**src/rtl/uart_tx_cfg.sv**
```systemverilog
// Register-mapped UART transmitter with runtime frame format (5-8 data bits,
// optional even/odd parity, 1 or 2 stop bits) fed from a TX FIFO.
module uart_tx_cfg #(
  parameter int          FIFO_DEPTH = 16,
  parameter int          FIFO_AW    = 4,
  parameter logic [7:0]  PERIOD_RST = 8'h0C,
  parameter logic [7:0]  CTRL_RST   = 8'h23
) (
  input  logic       clk,
  input  logic       reset,
  input  logic       wren,
  input  logic       rden,
  input  logic [2:0] addr,
  input  logic [7:0] din,
  output logic [7:0] dout,
  output logic       txout
);

  typedef enum logic [2:0] {IDLE, START, DATA, PARITY, STOP} state_t;

  localparam logic [FIFO_AW-1:0] PTR_ONE  = 1;
  localparam logic [FIFO_AW:0]   CNT_ONE  = 1;
  localparam logic [FIFO_AW:0]   CNT_FULL = (FIFO_AW+1)'(FIFO_DEPTH);

  state_t state, state_n;

  logic [7:0]         period_q;
  logic [5:0]         ctrl_q;
  logic               txdone_q, ovf_q;
  logic [7:0]         mem [FIFO_DEPTH];
  logic [FIFO_AW-1:0] wptr, rptr;
  logic [FIFO_AW:0]   count;

  logic [8:0]         baud_cnt;
  logic [4:0]         tick_cnt;
  logic [7:0]         shreg;
  logic [2:0]         bit_cnt;
  logic [1:0]         len_q;
  logic               par_en_q, par_bit_q, stop2_q;

  logic               full, empty, busy, tick, bit_end, load, push;
  logic               txdone_set, txdone_clr, ovf_set, ovf_clr, tx_c;
  logic [7:0]         head, mask, level8, rdata, status;
  logic [8:0]         count9;

  assign full    = (count == CNT_FULL);
  assign empty   = (count == '0);
  assign busy    = (state != IDLE);
  assign head    = mem[rptr];
  assign mask    = 8'hFF >> (2'd3 - ctrl_q[1:0]);
  assign tick    = busy && (baud_cnt == 9'd0);
  assign bit_end = tick && (tick_cnt == ((state == STOP && stop2_q) ? 5'd31 : 5'd15));

  // A new frame may begin from IDLE or directly at the end of a stop bit.
  assign load = ctrl_q[5] && !empty && (state == IDLE || (state == STOP && bit_end));
  assign push = wren && (addr == 3'd1) && !full;

  assign txdone_set = (state == STOP) && bit_end;
  assign txdone_clr = wren && (addr == 3'd3) && !din[1];
  assign ovf_set    = wren && (addr == 3'd1) && full;
  assign ovf_clr    = wren && (addr == 3'd3) && !din[2];

  assign count9 = 9'(count);
  assign level8 = count9[8] ? 8'hFF : count9[7:0];
  assign status = {3'b000, busy, empty, ovf_q, txdone_q, full};

  always_comb begin
    rdata = 8'h00;
    case (addr)
      3'd0:    rdata = period_q;
      3'd2:    rdata = {2'b00, ctrl_q};
      3'd3:    rdata = status;
      3'd4:    rdata = level8;
      default: rdata = 8'h00;
    endcase
  end

  always_ff @(posedge clk) begin
    if (reset) state <= IDLE;
    else       state <= state_n;
  end

  always_comb begin
    state_n = state;
    tx_c    = 1'b1;
    case (state)
      IDLE:   if (load) state_n = START;
      START: begin
        tx_c = 1'b0;
        if (bit_end) state_n = DATA;
      end
      DATA: begin
        tx_c = shreg[0];
        if (bit_end && bit_cnt == (3'd4 + {1'b0, len_q}))
          state_n = par_en_q ? PARITY : STOP;
      end
      PARITY: begin
        tx_c = par_bit_q;
        if (bit_end) state_n = STOP;
      end
      STOP:   if (bit_end) state_n = load ? START : IDLE;
      default: state_n = IDLE;
    endcase
  end

  // Baud counter reloads from PERIOD only at terminal count or frame start.
  always_ff @(posedge clk) begin
    if (reset) begin
      baud_cnt  <= '0;
      tick_cnt  <= '0;
      shreg     <= '0;
      bit_cnt   <= '0;
      len_q     <= '0;
      par_en_q  <= 1'b0;
      par_bit_q <= 1'b0;
      stop2_q   <= 1'b0;
      txout     <= 1'b1;
    end else begin
      txout <= tx_c;
      if (load) begin
        baud_cnt  <= {period_q, 1'b1};
        tick_cnt  <= '0;
        shreg     <= head;
        bit_cnt   <= '0;
        len_q     <= ctrl_q[1:0];
        par_en_q  <= ctrl_q[3] ^ ctrl_q[2];
        par_bit_q <= (^(head & mask)) ^ (ctrl_q[3] & ~ctrl_q[2]);
        stop2_q   <= ctrl_q[4];
      end else if (busy) begin
        if (tick) begin
          baud_cnt <= {period_q, 1'b1};
          tick_cnt <= bit_end ? 5'd0 : tick_cnt + 5'd1;
        end else begin
          baud_cnt <= baud_cnt - 9'd1;
        end
        if (bit_end && state == DATA) begin
          shreg   <= shreg >> 1;
          bit_cnt <= bit_cnt + 3'd1;
        end
      end
    end
  end

  always_ff @(posedge clk) begin
    if (push) mem[wptr] <= din;
  end

  always_ff @(posedge clk) begin
    if (reset) begin
      period_q <= PERIOD_RST;
      ctrl_q   <= CTRL_RST[5:0];
      txdone_q <= 1'b0;
      ovf_q    <= 1'b0;
      wptr     <= '0;
      rptr     <= '0;
      count    <= '0;
      dout     <= 8'h00;
    end else begin
      if (wren && addr == 3'd0) period_q <= din;
      if (wren && addr == 3'd2) ctrl_q   <= din[5:0];
      txdone_q <= txdone_set | (txdone_q & ~txdone_clr);
      ovf_q    <= ovf_set | (ovf_q & ~ovf_clr);
      if (push) wptr <= wptr + PTR_ONE;
      if (load) rptr <= rptr + PTR_ONE;
      case ({push, load})
        2'b10:   count <= count + CNT_ONE;
        2'b01:   count <= count - CNT_ONE;
        default: count <= count;
      endcase
      dout <= rden ? rdata : 8'h00;
    end
  end

endmodule

```
**config.mk**
```make
export PLATFORM = sky130hd
export DESIGN_NAME = uart_tx_cfg
export DESIGN_NICKNAME = d
export VERILOG_FILES = /design/src/rtl/uart_tx_cfg.sv
export SDC_FILE = /design/constraint.sdc
export NUM_CORES = 1
export LEC_CHECK = 0
export ABC_CLOCK_PERIOD_IN_PS = 4400
export CAP_MARGIN = 20
export CORE_UTILIZATION = 55
export DETAILED_ROUTE_END_ITERATION = 16
export GPL_TIMING_DRIVEN = 0
export HOLD_SLACK_MARGIN = 0.15
export PLACE_DENSITY = 0.72
export SYNTH_ARGS = -nofsm -noshare
export SYNTH_HDL_FRONTEND = slang
export SYNTH_SLANG_ARGS = --single-unit
```
**constraint.sdc**
```tcl
create_clock -name clk -period 4.4 [get_ports clk]
set_clock_uncertainty 0.15 [all_clocks]
set_input_delay 0.66 -clock clk [delete_from_list [all_inputs] [get_ports clk]]
set_output_delay 0.66 -clock clk [all_outputs]
set_load 0.01 [all_outputs]
```
Yosys cells after proc, flatten, opt, wreduce, memory -nomap -nowiden --
Memories as Yosys holds them, arrays and structs flattened. A register that Yosys moved wholly into a read port is not among the register bits. Index checks and enable logic that the tools add are counted.
Word-level totals: flip-flop bits (word level) 71, bits in writable memories 128, bits of input ports 15, output and inout port bits 9, word-level logic and storage cells 118, memories 1
Cells by class: add/sub/neg operators 9, equality and inequality tests 18, shift operators 1, muxes and demuxes 23, bitwise operators 12, reductions and logical operators 36
Memory list:
- mem | depth 16, bits a word 8, read ports 1, clocked after Yosys merged registers in 1, write ports 1, RTL line 30 | logic [7:0] mem [FIFO_DEPTH];
Operators by type and width (number):
- case mux 8 bit (4 select lines) | 1
- two-way mux 9 bit | 3
- two-way mux 8 bit | 3
- two-way mux 3 bit | 6
- logical AND 1 bit | 16
- case mux 3 bit (5 select lines) | 1
- == test 3 x 2 -> 1 bit, second input constant | 4
- adder 5 x 1 -> 5 bit, second input constant | 2
- two-way mux 5 bit | 2
- != test 2 bit, second input constant | 5
- case mux 5 bit (2 select lines) | 1
- logical NOT 9 bit | 1
- subtractor 9 x 1 -> 9 bit, second input constant | 1
- adder 4 x 1 -> 4 bit, second input constant | 2
- bitwise AND 8 bit | 1
- two-way mux 4 bit | 2
- XOR reduction 8 bit | 1
- right shift 8 x 2 -> 8 bit, first input constant | 1
- == test 3 x 1 -> 1 bit, second input constant | 2
- == test 3 bit, second input constant | 2
- logical NOT 3 bit | 2
- AND reduction 2 bit | 3
- nonzero test 2 bit | 3
- == test 5 bit | 1
- 20 further kinds | 33

Depth between registers and ports, before layout --
depth in word-level cells 11, gate-level depth with buffers 19, depth with buffers taken out 16

Least setup slack after synthesis --
Ideal clock, no wire load.
path kind register to register, from register baud_cnt[0], to register count[4], setup time 0.128 ns, data arrival time 3.197 ns, required time 4.122 ns, slack 0.926 ns, stages on the path, launching flop included 20, path buffers 3, clock period less this slack 3.474 ns, path through dfxtp_1 > inv_1 > ha_1 > nor2b_1 > and4_1 > buf_4 > nand3_2 > a2111o_1 > inv_2 > buf_4 > ha_1 > clkbuf_1 > xor2_1 > ha_1 > a21oi_1 > nor3b_1 > o21ai_0 > a21oi_1 > xnor2_1 > nor2_1
Between the ends: word-level cells in the longest chain between the ends 8, elaborated cells between the ends (all ways) 10, classes of those cells eq/ne: 2; mux: 1; reduce/logical: 7
RTL lines:
- start, declared | RTL line 34 | logic [8:0] baud_cnt;
- start signal, assigned | RTL line 121 | baud_cnt <= {period_q, 1'b1};
- start signal, assigned | RTL line 131 | baud_cnt <= {period_q, 1'b1};
- start signal, assigned | RTL line 134 | baud_cnt <= baud_cnt - 9'd1;
- logical NOT 9 bit * | RTL line 51 | assign tick = busy && (baud_cnt == 9'd0);
- logical AND 1 bit * | RTL line 51
- logical AND 1 bit * | RTL line 52 | assign bit_end = tick && (tick_cnt == ((state == STOP && stop2_q) ? 5'd31 : 5'd15));
- logical AND 1 bit * | RTL line 55 | assign load = ctrl_q[5] && !empty && (state == IDLE || (state == STOP && bit_end));
- logical OR 1 bit * | RTL line 55
- logical AND 1 bit * | RTL line 55
- net load | RTL line 41 | logic full, empty, busy, tick, bit_end, load, push;
- == test 2 x 1 -> 1 bit or == test 2 bit (tied branches) | RTL line 165 | case ({push, load})
- case mux 5 bit (2 select lines) or nonzero test 2 bit (tied branches)
- end signal, assigned | RTL line 166 | 2'b10: count <= count + CNT_ONE;
- end signal, assigned | RTL line 167 | 2'b01: count <= count - CNT_ONE;
- end signal, assigned | RTL line 168 | default: count <= count;
- end, declared | RTL line 32 | logic [FIFO_AW:0] count;
The timed path passes the listed nets; every way through them passes the cells marked *. A chain may end at the register's enable or synchronous reset.

Worst setup path in the final report --
Same ends and word-level chain as after synthesis.

==> qor.txt <==
Via count - 5555
GPL Wtd Cong - 0.844
Cells after Synth - 670
CP endpoint kind - flop
Placed cell count - 907
Post-route DRC - 0
Total power - 5.42 mW
Post-CTS Setup Bufs - 0
Crit Path Max Fanout - 11
Synthesized Nets - 698
Clock transition at path regs - 0.06 ns
Num ports - 24
Period utilization - 0.922
Setup TNS Final - 0 ns
Largest net degree at the start of global routing - 20
Slew margin rel. - 0.284
CTS tree - yes
Min Tclk post-route - 4.06 ns
Die height - 127 µm
Final hold vios - 0
Post-synth EDFFs - 128
Max incr delay on CP - 0.57 ns
CP cell instances - inv_1 -> ha_1 -> nor2b_1 -> and4_1 -> buf_4 -> nand3_2 -> a2111o_1 -> inv_2 -> buf_4 -> ha_1 -> clkbuf_1 -> xor2_1 -> ha_1 -> a21oi_1 -> nor3b_1 -> o21ai_0 -> a21oi_1 -> xnor2_1 -> nor2_1
Flops & latches, synth - 203
Worst EP arrival - 4.26 ns
Clock buffer depth - 3
Dpl ws - 0.206 ns
Final Instance Area - 9840 µm²
Post-synth cell types - 61
Synth warnings - 0
1st-iter DRT viols - 422
Synth area leaders - edfxtp_1, dfxtp_1, mux4_2
Placed cell areas - 9170 µm²
Crit path max-delay family - buffers and inverters
Clock buffer count from CTS - 22
Post-synth top area cell - edfxtp_1
Tightest Hold Check Type - flop to flop
P&R area growth vs syn - 13.6%
CTS Hold Bufs - 0
CP startpoint - baud_cnt[0]
Pwr Density - 550 nW/µm²
Slack of the critical path - 0.345 ns
Ratio of cells with drive above 1 in the final layout - 0.119
Mean cell area of the mapped netlist - 12.9 µm²
Syn Std Cell Area - 8660 µm²
Initial Util - 0.568
CP Class - flop to flop
Tot GR Track Use - 0.239
Top_reg_cell synth - edfxtp_1
Worst-Skew Late Latency - 0.50 ns
Status - complete, no violations
Worst setup SP type - flop
MaxCap Viol Count - 0
Critical R2R Launch - baud_cnt[0]
# resized after CTS - 0
Antenna diodes - 0
Critical hold path startpoint - shreg[0]
Slew @ Worst Pin - 1.07 ns
Max VDD drop - 0.396 mV
Antenna Nets Post-Route - 0
CP Data Required Time - 4.61 ns
# nets final - 748
Fill count - 1094
Async set or reset register ratio after synthesis - 0
Global-route wire length before repair - 29400 µm
HPWL Detailed - 12700 µm
Post-synthesis sequential area ratio - 0.617
Slowest CP cell - a2111o_1
Port Buffers - 22
Vias in the first global route - 5392
Final wirelength - 18700 µm
Drt pass-1 iters - 5
LEAKAGE - 3.32 nW
Avg WL per Cell - 19.8 µm
Final setup vio count - 0
Most common cell on crit path - ha_1
Vias per inst - 5.88
Number of antenna violations at the first check in global routing - 1
FMAX - 247 MHz
Deepest level of the CTS H-tree - 1
CTS Sinks - 203
Die ar. - 16300 µm²
GRT overflow - 0
Die X - 127 µm
Core area - 15300 µm²
Site Rows - 45
Finished Layout Cells - 945
CP Buf/Inv Count - 5
Yosys top cell area share - 0.444
Root buf cell - clkbuf_16
Fin. max-slew vios - 0
RSZ-0062 raised after global routing - false
## metal layers
layer,share of wire,GRT usage,up-vias
met5,0,0,-
met4,0.021,0.0609,0
met3,0.059,0.0352,28
met2,0.50,0.410,179
met1,0.42,0.320,2762
li1,-,-,2586
## where the power goes
group          internal (mW)  switching [mW]
Clock                   1.02           0.703
Combinational          0.639           0.860
Sequential              2.12          0.0740
## worst paths after layout
kind / endpoint / slack, ns / depth (start not counted)
worst min-delay path: shreg[0] / 0.31 / 2
worst min register to register: shreg[0] / 0.31 / 2
worst max register to register: count[4] / 0.34 / 19
worst max-delay path: count[4] / 0.34 / 19
## layout by cell type, fill, tap and decap left out, drive strengths merged, types with 2 or more instances in the layout
cell | Yosys | routed
mux2i | 15 | 15
mux4 | 33 | 33
nor2b | 10 | 10
a211oi | 5 | 5
inv | 10 | 11
ha | 13 | 13
clkdlybuf4s50 | 0 | 22
o21ai | 19 | 19
nand2b | 7 | 7
a311oi | 5 | 5
a21oi | 37 | 37
clkbuf | 21 | 49
nand3 | 16 | 16
a2bb2oi | 3 | 3
and3 | 4 | 4
a211o | 2 | 2
nand3b | 4 | 4
a31oi | 5 | 5
nand4 | 4 | 4
and2 | 4 | 4
o21bai | 2 | 2
buf | 18 | 22
dfxtp | 75 | 75
nor4 | 5 | 5
a22oi | 15 | 15
nor3 | 15 | 15
nor2 | 82 | 82
clkinv | 0 | 8
or3 | 6 | 6
xor2 | 10 | 10
nand2 | 65 | 65
xnor2 | 14 | 14
nor3b | 2 | 2
edfxtp | 128 | 128
## per-stage QoR
step                      hold slack, ns   util
after floorplan                    0.282      -
after global placement             0.294  0.599
after detailed placement           0.300  0.601
after CTS                          0.308  0.645
after global routing               0.332  0.645
final                              0.310  0.645
## state kept, by name (all words and copies together) (netlist names), named ones only
register,flops
par_bit_q,1
ctrl_q,6
dout,8
txout,1
count,5
baud_cnt,9
rptr,4
shreg,8
len_q,2
par_en_q,1
state,3
ovf_q,1
stop2_q,1
tick_cnt,5
txdone_q,1
period_q,8
mem,128
wptr,4
bit_cnt,3
## layout make-up
class | instances | area, µm² | share of cell area
buffer | 39 | 211 | 0.0215
clock buffer | 28 | 604 | 0.0614
clock inverter | 10 | 71.3 | 0.00725
inverter | 10 | 37.5 | 0.00381
multi-input combinational | 418 | 3070 | 0.312
sequential | 203 | 5350 | 0.543
tap | 211 | 264 | 0.0268
timing repair buffer | 26 | 240 | 0.0244
## synthesized netlist by cell type, types with 6 or more instances
library cell	number
nand3_1	13
nor2b_1	10
mux4_1	8
nand2b_1	7
or3_1	6
a22oi_1	14
clkbuf_1	20
mux4_2	25
edfxtp_1	128
dfxtp_1	75
nor2_1	82
mux2i_1	15
inv_1	9
a21oi_1	37
nor3_1	13
xnor2_1	13
buf_2	8
nand2_1	65
o21ai_0	18
xor2_1	10
ha_1	13
## tightest hold or removal path, delay by kind of cell, from the launching register on
family / cells / cell delay (ns)
AOI/OAI and AO/OA: 1 / 0.05
DFF: 1 / 0.31
and+or+nand+nor: 1 / 0.05
## logic make-up after synthesis
logic type,count (synthesis),synth area share
simple gates,229,0.124
flops,203,0.617
compound gates,102,0.0760
buf+inv,49,0.0287
mux,49,0.108
xor+xnor,25,0.0277
fa+ha+maj,13,0.0188
Note: power is estimated with default switching activity, not from simulation.
